[src/rtl/serial_adder_if.sv]
// Valid/ready operand and result channels of the bit-serial adder.
// The master drives operands and accepts results; the adder is the slave.
interface serial_adder_if #(
    parameter int WIDTH = 8
);
    logic             in_valid;
    logic             in_ready;
    logic [WIDTH-1:0] a;
    logic [WIDTH-1:0] b;
    logic             out_valid;
    logic             out_ready;
    logic [WIDTH-1:0] sum;
    logic             cout;
    logic             busy;

    modport master (
        output in_valid, a, b, out_ready,
        input  in_ready, out_valid, sum, cout, busy
    );

    modport slave (
        input  in_valid, a, b, out_ready,
        output in_ready, out_valid, sum, cout, busy
    );
endinterface

[src/rtl/serial_adder.sv]
// Bit-serial adder: two cascaded half-adder cells and a carry flop add two
// WIDTH-bit operands LSB first, one bit per clock, behind valid/ready handshakes.
module serial_adder #(
    parameter int WIDTH = 8
) (
    input logic           clk,
    input logic           rst,
    serial_adder_if.slave bus
);
    localparam int CW = $clog2(WIDTH) + 1;
    localparam logic [CW-1:0] LAST = CW'(WIDTH - 1);

    if (WIDTH < 1 || WIDTH > 32) begin : g_bad_width
        $error("serial_adder: WIDTH must be in 1..32");
    end

    typedef enum logic [1:0] {IDLE, RUN, DONE} state_t;

    state_t           state;
    logic [WIDTH-1:0] shift_a;
    logic [WIDTH-1:0] shift_b;
    logic [WIDTH-1:0] sum_q;
    logic             carry;
    logic             cout_q;
    logic [CW-1:0]    count;
    logic             in_ready_q;
    logic             out_valid_q;
    logic             busy_q;

    logic             p;
    logic             g1;
    logic             s;
    logic             g2;
    logic             carry_next;
    logic [WIDTH-1:0] sum_next;

    // NOTE: every always_comb output gets a value on every path, so no latch is inferred.
    always_comb begin
        p          = shift_a[0] ^ shift_b[0];
        g1         = shift_a[0] & shift_b[0];
        s          = p ^ carry;
        g2         = p & carry;
        carry_next = g1 | g2;
        sum_next   = sum_q >> 1;
        sum_next[WIDTH-1] = s;
    end

    // NOTE: sequential state uses non-blocking assignments so all flops update together.
    always_ff @(posedge clk or posedge rst) begin
        if (rst) begin
            state       <= IDLE;
            shift_a     <= '0;
            shift_b     <= '0;
            sum_q       <= '0;
            carry       <= 1'b0;
            cout_q      <= 1'b0;
            count       <= '0;
            in_ready_q  <= 1'b0;
            out_valid_q <= 1'b0;
            busy_q      <= 1'b0;
        end else begin
            case (state)
                IDLE: begin
                    in_ready_q <= 1'b1;
                    // in_ready_q gates the accept so the first cycle out of reset takes nothing.
                    if (in_ready_q && bus.in_valid) begin
                        shift_a    <= bus.a;
                        shift_b    <= bus.b;
                        carry      <= 1'b0;
                        count      <= '0;
                        sum_q      <= '0;
                        in_ready_q <= 1'b0;
                        busy_q     <= 1'b1;
                        state      <= RUN;
                    end
                end
                RUN: begin
                    carry   <= carry_next;
                    sum_q   <= sum_next;
                    shift_a <= shift_a >> 1;
                    shift_b <= shift_b >> 1;
                    count   <= count + CW'(1);
                    if (count == LAST) begin
                        cout_q      <= carry_next;
                        busy_q      <= 1'b0;
                        out_valid_q <= 1'b1;
                        state       <= DONE;
                    end
                end
                DONE: begin
                    if (bus.out_ready) begin
                        out_valid_q <= 1'b0;
                        in_ready_q  <= 1'b1;
                        state       <= IDLE;
                    end
                end
                default: state <= IDLE;
            endcase
        end
    end

    assign bus.in_ready  = in_ready_q;
    assign bus.out_valid = out_valid_q;
    assign bus.sum       = sum_q;
    assign bus.cout      = cout_q;
    assign bus.busy      = busy_q;
endmodule

[src/flat_wrapper.sv]
// flat-port wrapper written by rule: the top's interface ports become plain ports
module serial_adder_flat 
#(
    parameter int WIDTH = 8
)
  (clk, rst, bus_in_valid, bus_a, bus_b, bus_out_ready, bus_in_ready, bus_out_valid, bus_sum, bus_cout, bus_busy);
  serial_adder_if #(.WIDTH(WIDTH)) bus_i ();
  input logic clk;
  input logic rst;
  input wire logic [$bits(bus_i.in_valid)-1:0] bus_in_valid;
  input wire logic [$bits(bus_i.a)-1:0] bus_a;
  input wire logic [$bits(bus_i.b)-1:0] bus_b;
  input wire logic [$bits(bus_i.out_ready)-1:0] bus_out_ready;
  output wire logic [$bits(bus_i.in_ready)-1:0] bus_in_ready;
  output wire logic [$bits(bus_i.out_valid)-1:0] bus_out_valid;
  output wire logic [$bits(bus_i.sum)-1:0] bus_sum;
  output wire logic [$bits(bus_i.cout)-1:0] bus_cout;
  output wire logic [$bits(bus_i.busy)-1:0] bus_busy;
  assign bus_i.in_valid = bus_in_valid;
  assign bus_i.a = bus_a;
  assign bus_i.b = bus_b;
  assign bus_i.out_ready = bus_out_ready;
  assign bus_in_ready = bus_i.in_ready;
  assign bus_out_valid = bus_i.out_valid;
  assign bus_sum = bus_i.sum;
  assign bus_cout = bus_i.cout;
  assign bus_busy = bus_i.busy;
  serial_adder #(.WIDTH(WIDTH)) u_core (.clk(clk), .rst(rst), .bus(bus_i));
endmodule
[config.mk]
export PLATFORM = sky130hd
export DESIGN_NAME = serial_adder_flat
export DESIGN_NICKNAME = d
export VERILOG_FILES = /design/src/rtl/serial_adder_if.sv /design/src/rtl/serial_adder.sv /design/src/flat_wrapper.sv
export SDC_FILE = /design/constraint.sdc
export NUM_CORES = 1
export LEC_CHECK = 0
export ABC_AREA = 1
export CAP_MARGIN = 20
export CORE_MARGIN = 2
export CORE_UTILIZATION = 55
export DETAILED_ROUTE_END_ITERATION = 8
export PLACE_DENSITY = 0.91
export SYNTH_ARGS = -nofsm -noshare
export SYNTH_HDL_FRONTEND = slang
export SYNTH_SLANG_ARGS = --single-unit
[constraint.sdc]
create_clock -name clk -period 3.5 [get_ports clk]
set_clock_uncertainty 0.05 [all_clocks]
set_input_delay 0.875 -clock clk [delete_from_list [all_inputs] [get_ports clk]]
set_output_delay 0.875 -clock clk [all_outputs]
set_load 0.005 [all_outputs]
== After elaboration in Yosys (flattened, before gate mapping) ==
Index checks and enable logic that the tools add are counted.
Cells by class
  add/sub/neg operators: 1
  equal/unequal tests: 6
  multiplexer cells: 23
  bitwise operators: 5
  reductions and logical operators: 11
Operator list (number)
  case mux 8 bit (2 select lines): 3
  two-way mux 8 bit: 3
  AND reduction 3 bit: 3
  case mux 1 bit (2 select lines): 4
  case mux 4 bit (2 select lines): 1
  two-way mux 1 bit: 7
  two-way mux 2 bit: 3
  case mux 2 bit (3 select lines): 1
  AND reduction 2 bit: 3
  nonzero test 2 bit: 3
  adder 4 x 1 -> 4 bit, second input constant: 1
  == test 4 x 3 -> 1 bit, second input constant: 1
  two-way mux 4 bit: 1
  != test 2 x 1 -> 1 bit, second input constant: 2
  AND 1 bit: 2
  == test 2 x 1 -> 1 bit, second input constant: 1
  == test 2 bit, second input constant: 1
  zero test 2 bit: 1
  != test 2 bit, second input constant: 1
  XOR 1 bit: 2
  logical AND 1 bit: 1
  OR 1 bit: 1
Word-level totals
  register bits after elaboration: 35
  input bits: 20
  output and inout bits: 12
  logic and storage cells: 56

== Depth between registers and ports, before layout ==
Gate-level depths: netlist (run 1).
  word-level depth: 4
  depth in mapped cells: 8
  gate-level depth less buffers: 6

== Least setup slack after synthesis (run 1) ==
No wires, ideal clock.
  path kind: in2reg
  start point: in bus_in_valid
  end point: reg u_core.count[0]
  setup time: 0.117 ns
  arrival time: 1.392 ns
  required time: 3.333 ns
  slack: 1.941 ns
  stages on the path: 7
  path buffers: 2
  path through: nand2_1 > nand2_2 > nand2_2 > buf_6 > buf_6 > nand2_1 > nand2_1
Between the ends
  longest elaborated chain between the ends: 3
RTL lines
  start: declaration: line flat_wrapper.sv:10  | input wire logic [$bits(bus_i.in_valid)-1:0] bus_in_valid;
  logical AND 1 bit: line serial_adder.sv:66  | if (in_ready_q && bus.in_valid) begin
  != test 2 x 1 -> 1 bit (no source line)
  AND reduction 2 bit (no source line)
  end signal: assignment: line serial_adder.sv:82  | count <= count + CW'(1);
  end: declaration: line serial_adder.sv:25  | logic [CW-1:0] count;
No other way between the ends.
A chain may end at the register's enable or synchronous reset.

== Worst setup path in the final report (run 1) ==
  start point: reg u_core.sum_q[6], in the netlist u_core.bus.sum[6]
  end point: out bus_sum[6]
RTL lines
  start: declaration: line serial_adder.sv:22  | logic [WIDTH-1:0] sum_q;
  start signal: assignment: line serial_adder.sv:79  | sum_q <= sum_next;
  end: declaration: line flat_wrapper.sv:16  | output wire logic [$bits(bus_i.sum)-1:0] bus_sum;
No word-level cell between the ends.

==> tab_implementation.tex, run 1 <==
\begin{tabular}{lr}
\hline
Metric & Value \\
\hline
\multicolumn{2}{l}{\textbf{STA}} \\
\quad Final Slew Violations & 0 \\
\quad Worst-margin pin slew & 0.729 ns \\
\quad FMAX & 466 MHz \\
\quad Number of failing setup endpoints in the final timing report & 0 \\
\quad Post-route fraction of the period consumed by the critical path & 61.2\% \\
\quad Unrepaired setup endpoints after global routing & no \\
\quad Final number of hold-violating endpoints & 0 \\
\quad Total negative slack for setup checks & 0 ns \\
\quad Tightest slew margin relative to the limit & 51.4\% \\
\quad Shortest clock period the worst path allows after layout & 2.14 ns \\
\multicolumn{2}{l}{\textbf{Worst setup path}} \\
\quad Critical Path Max Stage Delay & 0.51 ns \\
\quad Slowest cell on crit path & sky130\_fd\_sc\_hd\_\_clkdlybuf4s50\_1 \\
\quad Crit-path max FO & 3 \\
\quad CP bufs+invs & 1 \\
\quad Data arrival time at the worst-slack endpoint & 1.22 ns \\
\quad Crit path required time & 2.57 ns \\
\quad Delay-heaviest family, CP & buffers and inverters \\
\quad Startpoint type of the worst setup path & flip-flop \\
\quad Sort of element at the end of the critical path & output pin \\
\quad Sequence of cells on the critical path & clkdlybuf4s50\_1 \\
\quad Type of the worst setup path & flip-flop to output pin \\
\multicolumn{2}{l}{\textbf{Cells and area}} \\
\quad Net count reported at finish & 266 \\
\quad Sequential cell area & 876 um\^{}2 \\
\quad Post-layout util & 68.8\% \\
\quad Multi-input gate area in the final layout & 678 um\^{}2 \\
\quad Share of cells above drive strength 1 & 7.76\% \\
\quad Layout fillers & 240 \\
\quad Antenna diode instance count & 0 \\
\quad Synth-to-Final Area Change & 21.5\% \\
\multicolumn{2}{l}{\textbf{Yosys}} \\
\quad Number of instances in the synthesized netlist & 214 \\
\quad Async set-or-reset flop fraction in the synthesized netlist & 100\% \\
\quad Most instantiated flip-flop cell in the synthesis netlist & sky130\_fd\_sc\_hd\_\_dfrtp\_1 \\
\quad Synthesized area & 1690 um\^{}2 \\
\quad Most frequent cells after synthesis & 122 x sky130\_fd\_sc\_hd\_\_nand2\_1, 35 x sky130\_fd\_sc\_hd\_\_dfrtp\_1, 20 x sky130\_fd\_sc\_hd\_\_nand3\_1 \\
\quad Post-synthesis simple-gate area fraction & 37.3\% \\
\quad Library cell occupying the most area in the post-synthesis netlist & sky130\_fd\_sc\_hd\_\_dfrtp\_1 \\
\quad Combinational family with the most area after synthesis & simple AND/OR/NAND/NOR gates \\
\quad Top cells by area in the synthesized netlist & sky130\_fd\_sc\_hd\_\_dfrtp\_1 52\%, sky130\_fd\_sc\_hd\_\_nand2\_1 27\%, sky130\_fd\_sc\_hd\_\_nand3\_1 5.9\% \\
\quad Post-synthesis sequential area ratio & 52.0\% \\
\quad Library cells used by synthesis & 17 \\
\quad Total number of yosys warnings & 0 \\
\quad Fraction of the mapped netlist area in compound gates & 1.04\% \\
\quad Net count after synthesis & 236 \\
\quad Number of register bits inferred by synthesis & 35 \\
\quad Adder-Cell Fraction of Synth Area & 1.93\% \\
\quad Xor/xnor cell area share of the yosys netlist & 0\% \\
\quad Most repeated cell in the gate-level netlist after synthesis & sky130\_fd\_sc\_hd\_\_nand2\_1 \\
\quad Post-synth EDFFs & 0 \\
\quad Per-instance average area after synthesis & 7.88 um\^{}2 \\
\quad Post-synthesis mux area share & 0\% \\
\quad Fraction of synthesized cell area taken by the top area cell type & 52.0\% \\
\multicolumn{2}{l}{\textbf{GRT}} \\
\quad Vias in the first global route & 1224 \\
\quad GR Overflow Total & 0 \\
\quad Number of antenna violations at the first check in global routing & 0 \\
\quad Global Route Usage Sum & 19.8\% \\
\quad Largest net degree at the start of global routing & 36 \\
\quad First-pass GRT wire length & 5190 um \\
\multicolumn{2}{l}{\textbf{Drt}} \\
\quad First-iteration detailed-routing DRC count & 60 \\
\quad Detailed Routing Iterations Pass 1 & 4 \\
\quad Total routed wirelength & 3090 um \\
\quad Wire length per cell after detailed routing & 11.1 um \\
\quad Via density & 4.94 \\
\quad DRT antenna net count & 0 \\
\quad Count of vias placed by the detailed router & 1373 \\
\quad Number of remaining DRC errors & 0 \\
\multicolumn{2}{l}{\textbf{Outcome}} \\
\quad Run status & finished clean \\
\multicolumn{2}{l}{\textbf{Die}} \\
\quad Placeable core region & 2980 um\^{}2 \\
\quad Ports placed on the boundary & 32 \\
\quad Floorplan die area & 3520 um\^{}2 \\
\quad Horiz. Die Dim & 59.4 um \\
\quad Row Count & 20 \\
\quad Die Y-Extent & 59.4 um \\
\quad Starting density of the core & 56.6\% \\
\multicolumn{2}{l}{\textbf{Pwr}} \\
\quad Clock power frac & 17.5\% \\
\quad Comb power frac & 41.1\% \\
\quad Peak VDD IR & 460 uV \\
\quad Power per Cell Area & 839 nW/um\^{}2 \\
\quad Switching power total & 668 uW \\
\quad Sequential power share & 41.4\% \\
\quad Internal power consumption & 1.05 mW \\
\quad Switching Share & 38.9\% \\
\quad Static Leak & 1.12 nW \\
\multicolumn{2}{l}{\textbf{Flow run}} \\
\quad Max-cap violations & 0 \\
\multicolumn{2}{l}{\textbf{Worst hold path}} \\
\quad Class of the worst hold path & flip-flop to flip-flop \\
\multicolumn{2}{l}{\textbf{Clock network}} \\
\quad CTS tree & built \\
\quad Post-CTS setup-driven buffer insertion count & 0 \\
\quad Number of H-tree levels & 2 \\
\quad Number of gates resized after cts & 0 \\
\quad Buffer depth of the longest clock path & 2 \\
\quad Clock tree sinks & 35 \\
\quad Source-to-sink clock delay at the later pin of the worst-skew pair & 0.32 ns \\
\quad Post-cts hold buffer count & 0 \\
\quad Root Buffer Master & sky130\_fd\_sc\_hd\_\_clkbuf\_4 \\
\quad Number of buffers created by CTS & 5 \\
\quad Clock transition at the registers of the reported paths & 0.11 ns \\
\multicolumn{2}{l}{\textbf{Placement}} \\
\quad Final weighted congestion in routability-driven placement & 0.798 \\
\quad Post-detail-place hpwl & 2010 um \\
\quad Input/output buffers & 31 \\
\hline
\end{tabular}
-- kinds of logic after synthesis --
logic type                 Yosys count
AOI/OAI and AO/OA                    3
adders and majority gates            2
and+or+nand+nor                    152
buffers and inverters               22
DFF                                 35
-- layer usage --
metal | routed length, um | track usage (%)
met5 | 0 | 0
met4 | 27 | 6.82
met2 | 1420 | 30.8
met3 | 167 | 3.93
met1 | 1470 | 27.8
-- cell usage in the layout (no fill, tap or decap), drive strengths merged --
| cell | netlist | routed |
|---|---|---|
| clkdlybuf4s50 | 0 | 31 |
| o31ai | 1 | 1 |
| o21ai | 2 | 2 |
| clkinv | 0 | 1 |
| ha | 1 | 1 |
| nand4 | 1 | 1 |
| fa | 1 | 1 |
| bufinv | 0 | 1 |
| nand2 | 126 | 126 |
| dfrtp | 35 | 35 |
| nand3 | 20 | 20 |
| clkbuf | 0 | 6 |
| buf | 9 | 1 |
| or2 | 3 | 3 |
| inv | 13 | 13 |
| nor2 | 2 | 2 |
-- stage by stage --
step | cell area (um^2) | instances | hold WS (ns) | setup WS (ns) | power (mW)
detailed placement | 1960 | 270 | 0.411 | 1.31 | 1.43
CTS | 2050 | 278 | 0.436 | 1.33 | 1.74
finish | 2050 | 278 | 0.434 | 1.36 | 1.72
global route | 2050 | 278 | 0.447 | 1.29 | 1.87
global placement | 1960 | 270 | 0.404 | 1.31 | 1.41
floorplan | 1690 | 214 | 0.392 | 1.80 | 1.26
-- path summary, 6_finish.rpt --
kind / from / end / depth (start not counted) / slack [ns]
setup / recovery: u_core.bus.sum[6]$_DFFE_PP0P_ / bus_sum[6] / 1 / 1.36
hold / removal: u_core.carry$_DFFE_PP0P_ / u_core.carry$_DFFE_PP0P_ / 2 / 0.43
setup reg to reg: u_core.state[0]$_DFFE_PP0P_ / u_core.bus.cout$_DFFE_PP0P_ / 5 / 1.73
hold reg to reg: u_core.carry$_DFFE_PP0P_ / u_core.carry$_DFFE_PP0P_ / 2 / 0.43
max in group asynchronous: rst / u_core.shift_a[7]$_DFFE_PP0P_ / 3 / 2.20
min in group asynchronous: rst / u_core.bus.sum[4]$_DFFE_PP0P_ / 3 / 0.88
-- flip-flops by register name (all words and copies together), names as in the netlist, 2 cells and up --
signal	count
u_core.bus.sum	8
u_core.shift_a	8
u_core.shift_b	8
u_core.count	4
u_core.state	2
-- power by group through the flow --
stage / clock network [mW] / logic (mW) / registers, mW
2_1_floorplan: 0 / 0.590 / 0.670
3_5_place_dp: 0 / 0.714 / 0.717
6_report: 0.300 / 0.707 / 0.711
4_1_cts: 0.308 / 0.720 / 0.710
3_3_place_gp: 0 / 0.694 / 0.713
5_1_grt: 0.323 / 0.819 / 0.732
-- area by class of cell --
type | instances | share of cell area (%)
Tap cell | 33 | 2.02
Clock inverter | 2 | 1.71
Inverter | 13 | 2.38
Timing Repair Buffer | 32 | 15.5
Sequential cell | 35 | 42.8
Multi-Input combinational cell | 157 | 33.1
Clock buffer | 6 | 2.50
Note: power is estimated with default switching activity, not from simulation.
==> inputs of run 2 (changes only) <==
--- a/config.mk
+++ b/config.mk
@@ -8,9 +8,9 @@
 export ABC_AREA = 1
 export CAP_MARGIN = 20
 export CORE_MARGIN = 2
-export CORE_UTILIZATION = 55
+export CORE_UTILIZATION = 46
 export DETAILED_ROUTE_END_ITERATION = 8
-export PLACE_DENSITY = 0.91
+export PLACE_DENSITY = 0.82
 export SYNTH_ARGS = -nofsm -noshare
 export SYNTH_HDL_FRONTEND = slang
 export SYNTH_SLANG_ARGS = --single-unit
==> constraint.sdc (replaced) <==
create_clock -name clk -period 1.97 [get_ports clk]
set_clock_uncertainty 0.05 [all_clocks]
set_input_delay 0.4925 -clock clk [delete_from_list [all_inputs] [get_ports clk]]
set_output_delay 0.4925 -clock clk [all_outputs]
set_load 0.005 [all_outputs]
==> run 2 against run 1 <==
- sequential power is 72% higher
- non-clock buffer count is 3 higher
- worst setup slack worse by 1.1 ns
- largest cell class unchanged
- final cell count is 5.0% higher
- highest routed layer unchanged
- cell area is 0.31% higher
- via count is 1.0% higher
==> tab_implementation.tex, run 2 (synthesized netlist as in run 1, its figures left out) <==
\begin{tabular}{lr}
\hline
Metric & Value \\
\hline
\multicolumn{2}{l}{\textbf{Outcome}} \\
\quad Run status & finished clean \\
\multicolumn{2}{l}{\textbf{Clock network}} \\
\quad Clock transition at the registers of the reported paths & 0.10 ns (about the same) \\
\quad Post-cts hold buffer count & 0 (unchanged) \\
\quad Post-CTS setup-driven buffer insertion count & 0 (unchanged) \\
\quad Clock tree sinks & 35 (unchanged) \\
\quad Buffer depth of the longest clock path & 2 (unchanged) \\
\quad Source-to-sink clock delay at the later pin of the worst-skew pair & 0.32 ns (about the same) \\
\quad CTS tree & built \\
\quad Number of H-tree levels & 2 (unchanged) \\
\quad Root Buffer Master & sky130\_fd\_sc\_hd\_\_clkbuf\_4 \\
\quad Number of gates resized after cts & 0 (unchanged) \\
\quad Number of buffers created by CTS & 5 (unchanged) \\
\multicolumn{2}{l}{\textbf{STA}} \\
\quad Post-route fraction of the period consumed by the critical path & 89.4\% \\
\quad FMAX & 568 MHz \\
\quad Shortest clock period the worst path allows after layout & 1.76 ns \\
\quad Worst-margin pin slew & 0.429 ns (-0.300 ns) \\
\quad Final worst-path setup slack & 0.209 ns (-1.15 ns) \\
\quad Total negative slack for setup checks & 0 ns (unchanged) \\
\quad Final Slew Violations & 0 (unchanged) \\
\quad Final number of hold-violating endpoints & 0 (unchanged) \\
\quad Tightest slew margin relative to the limit & 71.4\% (+20 points) \\
\quad Unrepaired setup endpoints after global routing & no \\
\quad Number of failing setup endpoints in the final timing report & 0 (unchanged) \\
\multicolumn{2}{l}{\textbf{GRT}} \\
\quad Largest net degree at the start of global routing & 36 (unchanged) \\
\quad Number of antenna violations at the first check in global routing & 0 (unchanged) \\
\quad Vias in the first global route & 1224 (unchanged) \\
\quad First-pass GRT wire length & 5540 um (+6.8\%) \\
\quad GR Overflow Total & 0 (unchanged) \\
\quad Global Route Usage Sum & 17.4\% (-2.4 points) \\
\multicolumn{2}{l}{\textbf{Drt}} \\
\quad Total met2 wirelength after detailed routing & 1450 um (+1.8\%) \\
\quad Met3 wire len & 179 um (+7.2\%) \\
\quad Met1 Routed Length & 1550 um (+5.7\%) \\
\quad Detailed Routing Iterations Pass 1 & 4 (unchanged) \\
\quad Number of remaining DRC errors & 0 (unchanged) \\
\quad Via density & 4.75 (-3.8\%) \\
\quad Count of vias placed by the detailed router & 1387 (+1.0\%) \\
\quad Total routed wirelength & 3200 um (+3.9\%) \\
\quad Wire length per cell after detailed routing & 11.0 um (-1.1\%) \\
\quad First-iteration detailed-routing DRC count & 77 (+28\%) \\
\quad Uppermost routed layer & met4 \\
\quad DRT antenna net count & 0 (unchanged) \\
\multicolumn{2}{l}{\textbf{Pwr}} \\
\quad Peak VDD IR & 677 uV (+47\%) \\
\quad Static Leak & 1.12 nW (-0.56\%) \\
\quad Clock power frac & 11.6\% (-5.9 points) \\
\quad Switching Share & 40.1\% (+1.3 points) \\
\quad Comb power frac & 46.8\% (+5.7 points) \\
\quad Sequential power share & 41.6\% (+0.2 points) \\
\quad Power per Cell Area & 1430 nW/um\^{}2 (+70\%) \\
\quad Switching power total & 1.18 mW (+76\%) \\
\quad Internal power consumption & 1.76 mW (+67\%) \\
\multicolumn{2}{l}{\textbf{Placement}} \\
\quad Input/output buffers & 31 (unchanged) \\
\quad Final weighted congestion in routability-driven placement & 0.788 (-1.3\%) \\
\quad Worst slack, placed & 0.279 ns (-1.03 ns) \\
\quad Post-detail-place hpwl & 2150 um (+6.7\%) \\
\multicolumn{2}{l}{\textbf{Worst setup path}} \\
\quad Number of cells on the worst reg-to-reg path & 4 (-1) \\
\quad Sort of element at the end of the critical path & output pin \\
\quad End of the worst register-to-register path & u\_core.bus.sum[7]\$\_DFFE\_PP0P\_ \\
\quad Critical Path Max Stage Delay & 0.51 ns (about the same) \\
\quad Crit path required time & 1.43 ns (-1.14 ns) \\
\quad Delay-heaviest family, CP & buffers and inverters \\
\quad CP bufs+invs & 1 (unchanged) \\
\quad Worst reg-to-reg setup slack & 0.61 ns (-1.12 ns) \\
\quad Sequence of cells on the critical path & clkdlybuf4s50\_1 \\
\quad Source of the worst register-to-register timing path & u\_core.shift\_b[0]\$\_DFFE\_PP0P\_ \\
\quad Slowest cell on crit path & sky130\_fd\_sc\_hd\_\_clkdlybuf4s50\_1 \\
\quad Startpoint type of the worst setup path & flip-flop \\
\quad Data arrival time at the worst-slack endpoint & 1.22 ns (about the same) \\
\quad Type of the worst setup path & flip-flop to output pin \\
\quad WP depth & 1 (unchanged) \\
\quad End of the critical path & bus\_sum[6] \\
\quad First element of the critical path & u\_core.bus.sum[6]\$\_DFFE\_PP0P\_ \\
\quad Crit-path max FO & 3 (unchanged) \\
\multicolumn{2}{l}{\textbf{Die}} \\
\quad Ports placed on the boundary & 32 (unchanged) \\
\quad Die Y-Extent & 64.5 um (+8.7\%) \\
\quad Floorplan die area & 4160 um\^{}2 (+18\%) \\
\quad Horiz. Die Dim & 64.5 um (+8.7\%) \\
\quad Placeable core region & 3420 um\^{}2 (+15\%) \\
\quad Row Count & 21 (+5.0\%) \\
\quad Starting density of the core & 49.3\% (-7.3 points) \\
\multicolumn{2}{l}{\textbf{Flow run}} \\
\quad Max-cap violations & 0 (unchanged) \\
\multicolumn{2}{l}{\textbf{Cells and area}} \\
\quad Antenna diode instance count & 0 (unchanged) \\
\quad Net count reported at finish & 269 (+1.1\%) \\
\quad Multi-input gate area in the final layout & 678 um\^{}2 (unchanged) \\
\quad Layout fillers & 321 (+34\%) \\
\quad Share of cells above drive strength 1 & 7.72\% (-0.032 points) \\
\quad Commonest cells after routing, fill and taps aside & 122 x sky130\_fd\_sc\_hd\_\_nand2\_1, 35 x sky130\_fd\_sc\_hd\_\_dfrtp\_1, 31 x sky130\_fd\_sc\_hd\_\_clkdlybuf4s50\_1 \\
\quad Most common cell after layout, fill and taps aside & sky130\_fd\_sc\_hd\_\_nand2\_1 \\
\quad Post-layout util & 60.1\% (-8.6 points) \\
\quad Synth-to-Final Area Change & 21.9\% \\
\quad Sequential cell area & 876 um\^{}2 (unchanged) \\
\multicolumn{2}{l}{\textbf{Worst hold path}} \\
\quad Class of the worst hold path & flip-flop to flip-flop \\
\hline
\end{tabular}
==> run 2: changes by cell type in the layout (fill, tap and decap cells not counted) <==
cell                        change
sky130_fd_sc_hd__buf_12         +1
sky130_fd_sc_hd__clkinv_2       -1
sky130_fd_sc_hd__clkbuf_8       -1
sky130_fd_sc_hd__buf_4          +2
sky130_fd_sc_hd__clkbuf_1       +1
sky130_fd_sc_hd__bufinv_16      -1
==> run 2: worst min path at each step <==
stage                     cells after the start                     startpoint                             to  slack [ns]
after floorplan                               2       u_core.carry$_DFFE_PP0P_       u_core.carry$_DFFE_PP0P_        0.39
after global placement                        2       u_core.carry$_DFFE_PP0P_       u_core.carry$_DFFE_PP0P_        0.41
after detailed placement                      2       u_core.carry$_DFFE_PP0P_       u_core.carry$_DFFE_PP0P_        0.41
after CTS                                     2       u_core.carry$_DFFE_PP0P_       u_core.carry$_DFFE_PP0P_        0.43
after global routing                          2       u_core.carry$_DFFE_PP0P_       u_core.carry$_DFFE_PP0P_        0.45
final                                         2  u_core.shift_a[7]$_DFFE_PP0P_  u_core.shift_a[7]$_DFFE_PP0P_        0.43
==> run 2: area by class of cell <==
type	count	share of cell area [%]
inverters	13	2.38
multi-input cells	157	33.0
flip-flops and latches	35	42.6
well taps	46	2.80
repair buffers	35	17.2
clock buffers	6	2.01
==> run 2: worst register-to-register path, cell delays in order, from the launching register on <==
cell,delay (ns)
sky130_fd_sc_hd__dfrtp_1,0.40
sky130_fd_sc_hd__inv_1,0.08
sky130_fd_sc_hd__fa_1,0.40
sky130_fd_sc_hd__or2_2,0.30
sky130_fd_sc_hd__nand2_1,0.07
==> run 2: layer usage <==
layer  global-route usage [%]  vias to the layer above
li1                         -                      714
met1                     24.2                      631
met2                     25.8                       40
met3                     5.21                        2
met4                     6.38                        0
met5                        0                        -
==> run 2: stage by stage <==
step	area [um^2]	hold WS, ns	power [mW]	std cells
finish	2050	0.430	2.93	292
global route	2050	0.454	3.23	292
CTS	2050	0.431	2.97	292
detailed placement	2010	0.409	2.62	286
global placement	2010	0.405	2.59	286
floorplan	1690	0.392	2.24	214
==> run 2: power by group through the flow <==
stage | clock network [mW] | logic [mW] | registers (mW)
after floorplan | 0 | 1.05 | 1.19
after global placement | 0 | 1.36 | 1.23
after detailed placement | 0 | 1.39 | 1.23
after CTS | 0.352 | 1.40 | 1.22
after global routing | 0.396 | 1.57 | 1.26
final | 0.340 | 1.37 | 1.22
==> inputs of run 3 (changes only) <==
--- a/config.mk
+++ b/config.mk
@@ -10,6 +10,8 @@
 export CORE_MARGIN = 2
 export CORE_UTILIZATION = 46
 export DETAILED_ROUTE_END_ITERATION = 8
+export GPL_TIMING_DRIVEN = 0
+export MAX_ROUTING_LAYER = met4
 export PLACE_DENSITY = 0.82
 export SYNTH_ARGS = -nofsm -noshare
 export SYNTH_HDL_FRONTEND = slang
==> run 3 against run 2 <==
- sequential share of layout area fell by 1.5 points
- core utilization rose by 2.2 points
- sequential power barely moved
- hold slack improved by 0.0037 ns
- final cell count rose by 2.7%
- clock-buffer cell count rose by 1
- total power rose by 5.8%
- clock power rose by 9.1%
- highest routed layer unchanged
==> tab_implementation.tex, run 3 (synthesized netlist as in run 1, its figures left out) <==
\begin{tabular}{lr}
\hline
Metric & Value \\
\hline
\multicolumn{2}{l}{\textbf{Placement}} \\
\quad Worst slack, placed & 0.232 ns (-0.0470 ns) \\
\quad Final weighted congestion in routability-driven placement & 0.778 (-1.2\%) \\
\quad Post-detail-place hpwl & 2350 um (+9.5\%) \\
\quad Input/output buffers & 31 (unchanged) \\
\multicolumn{2}{l}{\textbf{Pwr}} \\
\quad Overall power after layout & 3.10 mW (+5.8\%) \\
\quad Power per Cell Area & 1460 nW/um\^{}2 (+2.0\%) \\
\quad Static Leak & 1.16 nW (+3.8\%) \\
\quad Peak VDD IR & 780 uV (+15\%) \\
\multicolumn{2}{l}{\textbf{Worst setup path}} \\
\quad End of the worst register-to-register path & u\_core.bus.sum[7]\$\_DFFE\_PP0P\_ \\
\quad Number of cells on the worst reg-to-reg path & 4 (unchanged) \\
\quad CP bufs+invs & 1 (unchanged) \\
\quad Delay-heaviest family, CP & buffers and inverters \\
\quad Crit-path max FO & 3 (unchanged) \\
\quad Worst reg-to-reg setup slack & 0.62 ns (about the same) \\
\quad Slowest cell on crit path & sky130\_fd\_sc\_hd\_\_clkdlybuf4s50\_1 \\
\quad Crit path required time & 1.43 ns (about the same) \\
\quad WP depth & 1 (unchanged) \\
\quad Source of the worst register-to-register timing path & u\_core.carry\$\_DFFE\_PP0P\_ \\
\quad Startpoint type of the worst setup path & flip-flop \\
\quad Sort of element at the end of the critical path & output pin \\
\quad Sequence of cells on the critical path & clkdlybuf4s50\_1 \\
\quad Data arrival time at the worst-slack endpoint & 1.24 ns (+0.02 ns) \\
\quad Type of the worst setup path & flip-flop to output pin \\
\quad Critical Path Max Stage Delay & 0.51 ns (about the same) \\
\multicolumn{2}{l}{\textbf{Die}} \\
\quad Placeable core region & 3420 um\^{}2 (unchanged) \\
\quad Ports placed on the boundary & 32 (unchanged) \\
\quad Horiz. Die Dim & 64.5 um (unchanged) \\
\quad Die Y-Extent & 64.5 um (unchanged) \\
\quad Starting density of the core & 49.3\% (unchanged) \\
\quad Row Count & 21 (unchanged) \\
\quad Floorplan die area & 4160 um\^{}2 (unchanged) \\
\multicolumn{2}{l}{\textbf{Cells and area}} \\
\quad Net count reported at finish & 275 (+2.2\%) \\
\quad Antenna diode instance count & 0 (unchanged) \\
\quad Commonest cells after routing, fill and taps aside & 122 x sky130\_fd\_sc\_hd\_\_nand2\_1, 35 x sky130\_fd\_sc\_hd\_\_dfrtp\_1, 31 x sky130\_fd\_sc\_hd\_\_clkdlybuf4s50\_1 \\
\quad Most common cell after layout, fill and taps aside & sky130\_fd\_sc\_hd\_\_nand2\_1 \\
\quad Share of cells above drive strength 1 & 10.2\% (+2.5 points) \\
\quad Synth-to-Final Area Change & 26.4\% \\
\multicolumn{2}{l}{\textbf{STA}} \\
\quad FMAX & 562 MHz (-1.0\%) \\
\quad Final Slew Violations & 0 (unchanged) \\
\quad Number of failing setup endpoints in the final timing report & 0 (unchanged) \\
\quad Worst hold margin & 0.434 ns (+0.00366 ns) \\
\quad Shortest clock period the worst path allows after layout & 1.78 ns (+0.0178 ns) \\
\quad Worst-margin pin slew & 0.752 ns (+0.322 ns) \\
\quad Unrepaired setup endpoints after global routing & no \\
\quad Post-route fraction of the period consumed by the critical path & 90.3\% (+0.91 points) \\
\quad Tightest slew margin relative to the limit & 49.8\% (-22 points) \\
\quad Final number of hold-violating endpoints & 0 (unchanged) \\
\quad Final worst-path setup slack & 0.192 ns (-0.0178 ns) \\
\multicolumn{2}{l}{\textbf{Clock network}} \\
\quad Number of gates resized after cts & 0 (unchanged) \\
\quad Number of buffers created by CTS & 5 (unchanged) \\
\quad Clock tree sinks & 35 (unchanged) \\
\quad Post-CTS setup-driven buffer insertion count & 0 (unchanged) \\
\quad Post-cts hold buffer count & 0 (unchanged) \\
\quad Root Buffer Master & sky130\_fd\_sc\_hd\_\_clkbuf\_4 \\
\quad Clock transition at the registers of the reported paths & 0.09 ns (about the same) \\
\quad Source-to-sink clock delay at the later pin of the worst-skew pair & 0.34 ns (+0.02 ns) \\
\quad Buffer depth of the longest clock path & 2 (unchanged) \\
\quad CTS tree & built \\
\quad Number of H-tree levels & 2 (unchanged) \\
\multicolumn{2}{l}{\textbf{GRT}} \\
\quad Met3 Track Usage GR & 5.90\% (+0.69 points) \\
\quad Largest net degree at the start of global routing & 19 (-47\%) \\
\quad Global Route Usage Sum & 18.5\% (+1.1 points) \\
\quad Number of antenna violations at the first check in global routing & 0 (unchanged) \\
\quad First-pass GRT wire length & 5620 um (+1.4\%) \\
\quad Met2 routing resource usage after global routing & 25.5\% (-0.26 points) \\
\quad GR Overflow Total & 0 (unchanged) \\
\quad Busiest grt layer & met2 \\
\quad Vias in the first global route & 1179 (-3.7\%) \\
\quad Routing usage on met1 & 25.5\% (+1.3 points) \\
\multicolumn{2}{l}{\textbf{Worst hold path}} \\
\quad Worst min-delay path endpoint & u\_core.carry\$\_DFFE\_PP0P\_ \\
\quad Number of cells on the worst hold path & 2 (unchanged) \\
\quad Class of the worst hold path & flip-flop to flip-flop \\
\quad Startpoint of the tightest hold check path & u\_core.carry\$\_DFFE\_PP0P\_ \\
\multicolumn{2}{l}{\textbf{Drt}} \\
\quad First-iteration detailed-routing DRC count & 79 (+2.6\%) \\
\quad Total routed wirelength & 3330 um (+4.0\%) \\
\quad DRT antenna net count & 0 (unchanged) \\
\quad Via density & 4.78 (+0.70\%) \\
\quad Count of vias placed by the detailed router & 1435 (+3.5\%) \\
\quad Number of remaining DRC errors & 0 (unchanged) \\
\quad Detailed Routing Iterations Pass 1 & 4 (unchanged) \\
\quad Wire length per cell after detailed routing & 11.1 um (+1.2\%) \\
\multicolumn{2}{l}{\textbf{Outcome}} \\
\quad Run status & finished clean \\
\multicolumn{2}{l}{\textbf{Flow run}} \\
\quad Max-cap violations & 0 (unchanged) \\
\hline
\end{tabular}
-- run 3: cell type report --
| class | count | area (um^2) |
|---|---|---|
| buffer | 9 | 82.6 |
| clock buffer | 7 | 45.0 |
| clock inverter | 1 | 5.00 |
| fill | 330 | 1280 |
| inverter | 13 | 48.8 |
| multi-input combinational | 157 | 678 |
| sequential | 35 | 876 |
| tap | 46 | 57.6 |
| timing repair buffer | 32 | 338 |
-- run 3: tightest hold or removal path, cell delays in order (launching register included) --
cell	delay, ns
sky130_fd_sc_hd__dfrtp_1	0.35
sky130_fd_sc_hd__nand2_1	0.05
sky130_fd_sc_hd__nand2_1	0.05
-- run 3: how the worst max path moves through the flow --
stage	from	endpoint	slack (ns)
finish	u_core.bus.sum[1]$_DFFE_PP0P_	bus_sum[1]	0.19
global route	u_core.bus.sum[7]$_DFFE_PP0P_	bus_sum[7]	0.14
CTS	u_core.bus.sum[6]$_DFFE_PP0P_	bus_sum[6]	0.18
detailed placement	bus_in_valid	u_core.shift_a[3]$_DFFE_PP0P_	0.23
global placement	rst	u_core.shift_b[5]$_DFFE_PP0P_	-0.13
floorplan	rst	u_core.bus.busy$_DFFE_PP0P_	0.65
-- run 3: power breakdown --
part / internal [mW] / switching (mW)
clock network: 0.139 / 0.232
registers: 1.01 / 0.187
logic: 0.707 / 0.822
-- run 3: per-stage QoR --
stage / instance area [um^2] / std cells / TNS (ns) / utilization [%]
4_1_cts: 2130 / 300 / 0 / 62.4
3_3_place_gp: 2050 / 291 / -4.43 / 60.1
2_1_floorplan: 1690 / 214 / 0 / -
5_1_grt: 2130 / 300 / 0 / 62.4
3_5_place_dp: 2080 / 292 / 0 / 60.9
6_report: 2130 / 300 / 0 / 62.4
-- run 3: layer usage --
| metal | vias up | share of wire, % |
|---|---|---|
| met5 | - | 0 |
| met4 | 0 | 1.3 |
| met3 | 5 | 6.1 |
| met2 | 32 | 47 |
| met1 | 665 | 46 |
| li1 | 733 | - |
==> RTL edit (config.mk and constraints of run 3) <==
`WIDTH` is set to 8 in 3 places; all go to 32.
--- a/src/rtl/serial_adder_if.sv
+++ b/src/rtl/serial_adder_if.sv
@@ -3,3 +3,3 @@
 interface serial_adder_if #(
-    parameter int WIDTH = 8
+    parameter int WIDTH = 32
 );
--- a/src/rtl/serial_adder.sv
+++ b/src/rtl/serial_adder.sv
@@ -3,3 +3,3 @@
 module serial_adder #(
-    parameter int WIDTH = 8
+    parameter int WIDTH = 32
 ) (
--- a/src/flat_wrapper.sv
+++ b/src/flat_wrapper.sv
@@ -3,3 +3,3 @@
 #(
-    parameter int WIDTH = 8
+    parameter int WIDTH = 32
 )
Ports: changed (resized bus_a, bus_b and bus_sum); port bits go from 32 to 104. No check against the original RTL was run, so the function may have changed too.
==> RTL edit against run 3 <==
- final area increased to 3.1 times the old value
- core utilization decreased by 1.9 points
- setup slack got worse by 0.12 ns
- sequential cell count increased by 74
- critical path depth unchanged
- total power increased to 3.0 times the old value
- combinational power increased to 2.8 times the old value
- routed wire length increased to 3.5 times the old value
- area after synthesis increased to 3.0 times the old value
- critical endpoint is now bus_in_ready
- largest power group unchanged
==> RTL edit: results (changes against run 3) <==
[status]
run_status=finished clean  ; unchanged

[critical_path]
crit_path_end=bus_in_ready  ; was bus_sum[1]
critPathMaxFanout=3  ; unchanged
cpPeakStageDelay_ns=0.54  ; was 0.51 ns
r2r-end=u_core.bus.cout  ; was u_core.bus.sum[7]
reg2reg_from=u_core.count[0]  ; was u_core.carry
cp.arrival_ns=1.36  ; was 1.24 ns
r2r_cells=6  ; was 4
critPathLaunch=u_core.bus.in_ready  ; was u_core.bus.sum[1]
reg2reg_slack_ns=0.41  ; was 0.62 ns
crit_family=buffers and inverters  ; unchanged

[yosys]
yosys.area_share.adder_pct=0.634  ; was 1.93%
syn-num-nets=656  ; was 236
synth_common_cells=nand2_1, dfrtp_1, inv_1  ; was nand2_1, dfrtp_1, nand3_1
synthTopCellsByArea=dfrtp_1, nand2_1, o21ai_2  ; was dfrtp_1, nand2_1, nand3_1
synthDistinctLibCells=24  ; was 17
synth_compound_area_share_pct=20.9  ; was 1.04%
yosysWarnings=0  ; unchanged
yosysSeqAreaShare_pct=53.2  ; was 52.0%
synth_flop_cell=dfrtp_1  ; unchanged
muxShareOfSynthArea_pct=0  ; unchanged
synth_cells=586  ; was 214

[route]
dr.pass1.iters=4  ; unchanged
routedWlPerCell_um=13.7  ; was 11.1 um
vias=4203  ; was 1435
vias_per_cell=4.96  ; was 4.78
drtIter0Drc=224  ; was 79

[cts]
h-tree-depth=3  ; was 2
ctsRootBufferMaster=clkbuf_8  ; was clkbuf_4
cts_made_buffers=9  ; was 5
clkLatencyLatePin_ns=0.37  ; was 0.34 ns
cts.reportedPaths.clkPinSlew_ns=0.10
cts_setup_buffers=0  ; unchanged

[finish]
nNetsFinal=772  ; was 275
layout-drive-gt1-share_pct=15.3  ; was 10.2%
antennaDiodeCount=0  ; unchanged

[power]
p_sw_uw=3630  ; was 1240 uW
ir_drop_uv=768  ; was 780 uV
p_leak_uw=0.00299  ; was 0.00116 uW

[hold_path]
min_to=u_core.bus.busy  ; was u_core.carry
holdCritStartpoint=u_core.bus.busy  ; was u_core.carry

[grt]
overflow=0  ; unchanged
grt_max_degree=40  ; was 19
grtUsageTotal_pct=20.6  ; was 18.5%
first_global_vias=4134  ; was 1179
grt_pass1_wl_um=18800  ; was 5620 um
grt_antenna_before_repair=0  ; unchanged

[place]
dpl.hpwl_um=8340  ; was 2350 um
gp_congestion=0.777  ; was 0.778
dp.cells=831  ; was 292
port-buffer-count=103  ; was 31

[timing]
maxSlewHeadroom_pct=46.7  ; was 49.8%

==> RTL edit: stage by stage <==
stage | instance area (um2) | TNS [ns] | worst slack, ns | hold WS, ns | power, uW
6_report | 6560 | 0 | 0.0670 | 0.461 | 9160
5_1_grt | 6560 | 0 | 0.0172 | 0.496 | 9910
4_1_cts | 6560 | 0 | 0.0535 | 0.460 | 9230
3_5_place_dp | 6380 | -0.494 | -0.0345 | 0.423 | 7920
3_3_place_gp | 6340 | -98.85 | -0.906 | 0.417 | 7680
2_1_floorplan | 5130 | 0 | 0.112 | 0.414 | 6440
==> RTL edit: worst reg2reg max path: stages, from the launching register on <==
cell     delay [ns]
dfrtp_1        0.45
ha_1           0.19
nand2_1        0.10
nor3_1         0.35
nand2_1        0.17
nand2_1        0.09
nand2_1        0.05
==> RTL edit: final cells by class <==
type / count / area [um2]
plain buffers: 35 / 239
clock buffers: 9 / 124
clock inverters: 7 / 56.3
fillers: 978 / 4280
inverters: 105 / 398
multi-input cells: 337 / 1770
flip-flops and latches: 109 / 2730
well taps: 140 / 175
repair buffers: 105 / 1070
==> RTL edit: cells by family (layout without fill, tap and decap cells) <==
kind of cell,after synthesis,in the layout
buf+inv,140,261
flops,109,109
fa+ha+maj,2,2
compound gates,169,169
simple gates,166,166
==> RTL edit: power by group through the flow <==
stage               logic [uW]  registers (uW)  clock network, uW
finish                    4300            3560               1290
global placement          4130            3550                  0
global route              4850            3650               1400
floorplan                 2910            3530                  0
detailed placement        4320            3600                  0
CTS                       4340            3560               1320
==> RTL edit: routing by layer <==
layer	vias to the layer above	track usage (%)	wire length, um
met5	-	-	0
met4	0	6.87	214
met3	20	4.21	555
met2	101	33.3	5790
met1	2001	26.1	5090
li1	2081	-	-
